### src/rtl/wb_regfile.sv
// wb_regfile: 32x32 GPR file plus HI/LO, two zero-latency read ports with
// write-through bypass from the writeback stage. Synchronous active-high reset.
module wb_regfile (
  input  logic        clk,
  input  logic        rst,
  input  logic        we,
  input  logic [4:0]  waddr,
  input  logic [31:0] wdata,
  input  logic        whilo,
  input  logic [31:0] hi_i,
  input  logic [31:0] lo_i,
  input  logic        re1,
  input  logic [4:0]  raddr1,
  output logic [31:0] rdata1,
  input  logic        re2,
  input  logic [4:0]  raddr2,
  output logic [31:0] rdata2,
  output logic [31:0] hi_o,
  output logic [31:0] lo_o
);

  localparam int unsigned DATA_W   = 32;
  localparam int unsigned ADDR_W   = 5;
  localparam int unsigned NUM_REGS = 32;

  logic [DATA_W-1:0] gpr [NUM_REGS];
  logic [DATA_W-1:0] hi_q;
  logic [DATA_W-1:0] lo_q;

  // GPR storage: reset clears everything; address 0 is never written
  always_ff @(posedge clk) begin
    if (rst) begin
      for (int unsigned i = 0; i < NUM_REGS; i++) begin
        gpr[ADDR_W'(i)] <= '0;
      end
    end else if (we && (waddr != '0)) begin
      gpr[waddr] <= wdata;
    end
  end

  // HI/LO storage, written together and independently of the GPR write
  always_ff @(posedge clk) begin
    if (rst) begin
      hi_q <= '0;
      lo_q <= '0;
    end else if (whilo) begin
      hi_q <= hi_i;
      lo_q <= lo_i;
    end
  end

  // Read port 1: reset/disable/r0 force zero, then same-cycle write bypass
  always_comb begin
    rdata1 = '0;
    if (!rst && re1 && (raddr1 != '0)) begin
      if (we && (waddr == raddr1)) begin
        rdata1 = wdata;
      end else begin
        rdata1 = gpr[raddr1];
      end
    end
  end

  // Read port 2: identical priority to port 1
  always_comb begin
    rdata2 = '0;
    if (!rst && re2 && (raddr2 != '0)) begin
      if (we && (waddr == raddr2)) begin
        rdata2 = wdata;
      end else begin
        rdata2 = gpr[raddr2];
      end
    end
  end

  // HI/LO outputs with same-cycle bypass of the pending write
  always_comb begin
    hi_o = '0;
    lo_o = '0;
    if (!rst) begin
      if (whilo) begin
        hi_o = hi_i;
        lo_o = lo_i;
      end else begin
        hi_o = hi_q;
        lo_o = lo_q;
      end
    end
  end

endmodule

### config.mk
export PLATFORM = sky130hd
export DESIGN_NAME = wb_regfile
export DESIGN_NICKNAME = d
export VERILOG_FILES = /design/src/rtl/wb_regfile.sv
export SDC_FILE = /design/constraint.sdc
export NUM_CORES = 2
export LEC_CHECK = 0
export ABC_AREA = 1
export CAP_MARGIN = 5
export CELL_PAD_IN_SITES_DETAIL_PLACEMENT = 1
export CELL_PAD_IN_SITES_GLOBAL_PLACEMENT = 1
export CORE_MARGIN = 5
export CORE_UTILIZATION = 40
export CTS_BUF_LIST = sky130_fd_sc_hd__clkbuf_8
export DETAILED_ROUTE_END_ITERATION = 6
export PLACE_DENSITY_LB_ADDON = 0.25
export SLEW_MARGIN = 40
export SYNTH_ARGS = -nofsm -noshare
export SYNTH_HDL_FRONTEND = slang
export SYNTH_SLANG_ARGS = --single-unit
### constraint.sdc
create_clock -name clk -period 2.85 [get_ports clk]
set_input_delay 0.7125 -clock clk [delete_from_list [all_inputs] [get_ports clk]]
set_output_delay 0.7125 -clock clk [all_outputs]
set_load 0.02 [all_outputs]
==> reports/metrics.cfg <==
[timing]
finClkSkew_ns = 0
maxSlewHeadroom = 0.544
maxSlewViolCount = 0
timing.hold.ws_ns = 0.331
fin_crit_ns = 3.33
final.setup.worst_slack_ns = -0.475
final_hold_viol_count = 0
timing.setup.tns_ns = -20.16
worst_slew_pin_slew_ns = 0.684
fin_crit_sh = 1.17
setup_viol = 64
max_freq_ghz = 0.301
rsz0062_at_grt = true

[clocking]
cts_tree = yes
htreeDepth = 4
clock-sinks = 1088
clk_latency_ns = 0.96
clk_pin_slew_worst_paths_ns = 0.06
cts_buffers = 196
cts_root_buf = clkbuf_8
clock_path_buffers = 3

[place]
dpl.hpwl_microns = 199000
portBuffers = 244
place_inst = 10800
routabilityCongestion = 0.925

[setup_path]
r2r_end = hi_q[30]$_DFF_P_
reg2reg_depth = 3
crit_family = buffers and inverters
cpMaxStageDelayCell = buf_4
cp.buffers_inverters = 6
crit_type = in -> out
setup.worst_path.end_class = output pin
cp_slowest_stage_delay_ns = 0.22
regToRegStartpoint = hi_q[30]$_DFF_P_
arrival_ns = 2.61
critPathMaxFanout = 14
start_kind = input pin
r2r_slack_ns = 2.02
required_ns = 2.14
cp_cell_sequence = buf_16 > clkinv_16 > buf_6 > buf_4 > nand2_1 > nand3_1 > nand2_1 > nor2_1 > nand2_1 > nand3_1 > nand2_4 > a21oi_4 > buf_6 > buf_6

[detailed_routing]
wl_per_cell_microns = 28.9
drtIter0Drc = 8249
firstDrtPassIters = 6
num_vias = 67200
drc = 0
drt-total-wl_microns = 328000
via_per_inst = 5.92
ant_nets = 0

[layout]
final_util = 0.560
syn_to_final_growth_pct = 38.9
fin_cells = 11400
layout.nets = 9293
drive_above_1_share = 0.233
num-fill-cells = 17900

[power]
ir_worst_vdd_uv = 336
total_power_mw = 42.1
p_leak_nw = 39.0
powerDensity_nw_per_um2 = 494

[grt]
antenna_found_initial = 7
grt_pass1_wl_microns = 442000
grt_max_degree = 45
grt_pass1_vias = 68000
grt_use_total = 0.369
gr-total-overflow = 0

[floorplan]
rows = 143
die_area_sq_um = 161000
io_pins = 245
die_w_microns = 402
coreArea_sq_um = 152000
fp.dieH_microns = 402
initial_utilization = 0.403

[yosys]
syn_area_sq_um = 61400
synth_xor_area_frac = 0.000143
synth_compound_area_frac = 0.0168
synth_top_family_by_area = simple AND/OR/NAND/NOR gates
synth_fa_ha_area_frac = 0
synth_warnings = 0
synth-simple-area-share = 0.376
synth.distinct_cells = 20
postSynthCellCount = 8392
synth-seq-area-share = 0.522
synth_mux_area_frac = 0
ys_seq_elements = 1088
syn_avg_cell_area_sq_um = 7.32

[min_path]
min_to = lo_q[22]$_DFF_P_
hold_path_class = in -> reg
whs_path_depth = 3
hp-start = lo_i[22]

[outcome]
status = finished with violations
violations = negative setup slack

[flow_run]
maxCapViolCount = 0

-- kinds of logic after synthesis --
| kind of cell | Yosys count |
|---|---|
| flip-flops | 1088 |
| AO/OA/AOI/OAI | 205 |
| other | 1 |
| buffers and inverters | 1340 |
| XOR/XNOR | 1 |
| AND/OR/NAND/NOR | 5757 |
-- final cells by class --
cell class                 instances  area, sq um  area share
multi-input combinational       5995        28500       0.334
inverter                         698         2710      0.0318
clock buffer                     206         2840      0.0332
clock inverter                   146          748     0.00877
timing repair buffer            1195        15900       0.186
tap                             2030         2540      0.0298
antenna                            3         7.51   0.0000880
sequential                      1088        32000       0.375
timing repair inverter             2         46.3    0.000542
-- how the worst max path moves through the flow --
stage | depth (start not counted) | slack (ns) | to | from
6_report | 14 | -0.48 | rdata2[17] | raddr2[0]
5_1_grt | 17 | -0.50 | rdata2[10] | raddr2[1]
4_1_cts | 10 | -0.39 | rdata1[2] | gpr[31][2]$_SDFFCE_PN0P_
3_5_place_dp | 7 | -1.14 | rdata2[31] | we
3_3_place_gp | 8 | -1.20 | rdata2[31] | waddr[2]
2_1_floorplan | 8 | 0.05 | gpr[30][0]$_SDFFCE_PN0P_ | waddr[1]
-- flip-flops by register name (all words and copies together) (netlist names) --
| register | cells |
|---|---|
| gpr | 1024 |
| hi_q | 32 |
| lo_q | 32 |
-- per-layer routing --
| metal | global-route usage | share of wire |
|---|---|---|
| met4 | 0.257 | 0.094 |
| met2 | 0.594 | 0.45 |
| met5 | 0 | 0.000058 |
| met3 | 0.0898 | 0.12 |
| met1 | 0.434 | 0.34 |
-- metrics by stage --
stage                     worst slack (ns)  instance area [sq um]
after CTS                           -0.389                  80700
final                               -0.475                  85300
after detailed placement             -1.14                  72400
after global placement               -1.20                  72400
after floorplan                     0.0538                  61500
after global routing                -0.502                  85300
-- report_power, final --
| part | internal, mW | leakage, nW | switching [mW] |
|---|---|---|---|
| sequential | 18.3 | 10.3 | 0.361 |
| combinational | 3.30 | 26.6 | 5.93 |
| clock | 6.84 | 2.16 | 7.38 |
| total | 28.5 | 39.0 | 13.7 |
-- timing repair --
action	CTS	global route
buffers inserted	112	80
hold buffers	0	0
endpoints found under the setup margin	125	125
pin swaps	184	447
gates resized for setup	954	837
cloned	38	44
-- worst register-to-register path, cell delays in order, from the launching register on --
cell and delay [ns]:
dfxtp_1 0.31, o21ai_0 0.16, nor2_1 0.08, buf_4 0.17
-- cell usage in the layout (no fill, tap or decap), types with 26 or more instances in the layout --
master / n
a21oi_4: 34
o21ai_1: 30
dlymetal6s2s_1: 60
buf_6: 145
conb_1: 32
clkinv_1: 28
dfxtp_1: 64
clkbuf_16: 39
buf_16: 59
nand2_2: 230
inv_1: 729
clkbuf_8: 206
a21oi_2: 33
nand2_4: 84
o21ai_0: 77
nand2_1: 2375
nand3_4: 61
inv_2: 43
buf_4: 468
nor2_2: 134
buf_8: 26
edfxtp_1: 1024
buf_12: 281
nand3_2: 197
nand3_1: 900
nor2_1: 1725
clkdlybuf4s50_1: 98
nor2_4: 39
-- synth_stat cells --
master    number  area share
clkinv_1       2     0.00012
conb_1         1    0.000061
edfxtp_1    1024        0.50
nor3_1         7     0.00057
nor2_2         1     0.00010
o22ai_1        4     0.00041
o21ai_0      133       0.011
xor2_1         1     0.00014
clkbuf_1     390       0.024
inv_1        692       0.042
buf_1         61      0.0037
dfxtp_1       64       0.021
nand4_1        2     0.00020
inv_2          4     0.00024
nand2_1     2692        0.16
nor2_1      1897        0.12
buf_2        191       0.016
nand3_1     1158       0.094
a21oi_1       67      0.0055
o21ai_1        1    0.000081
Note: power is estimated with default switching activity, not from simulation.
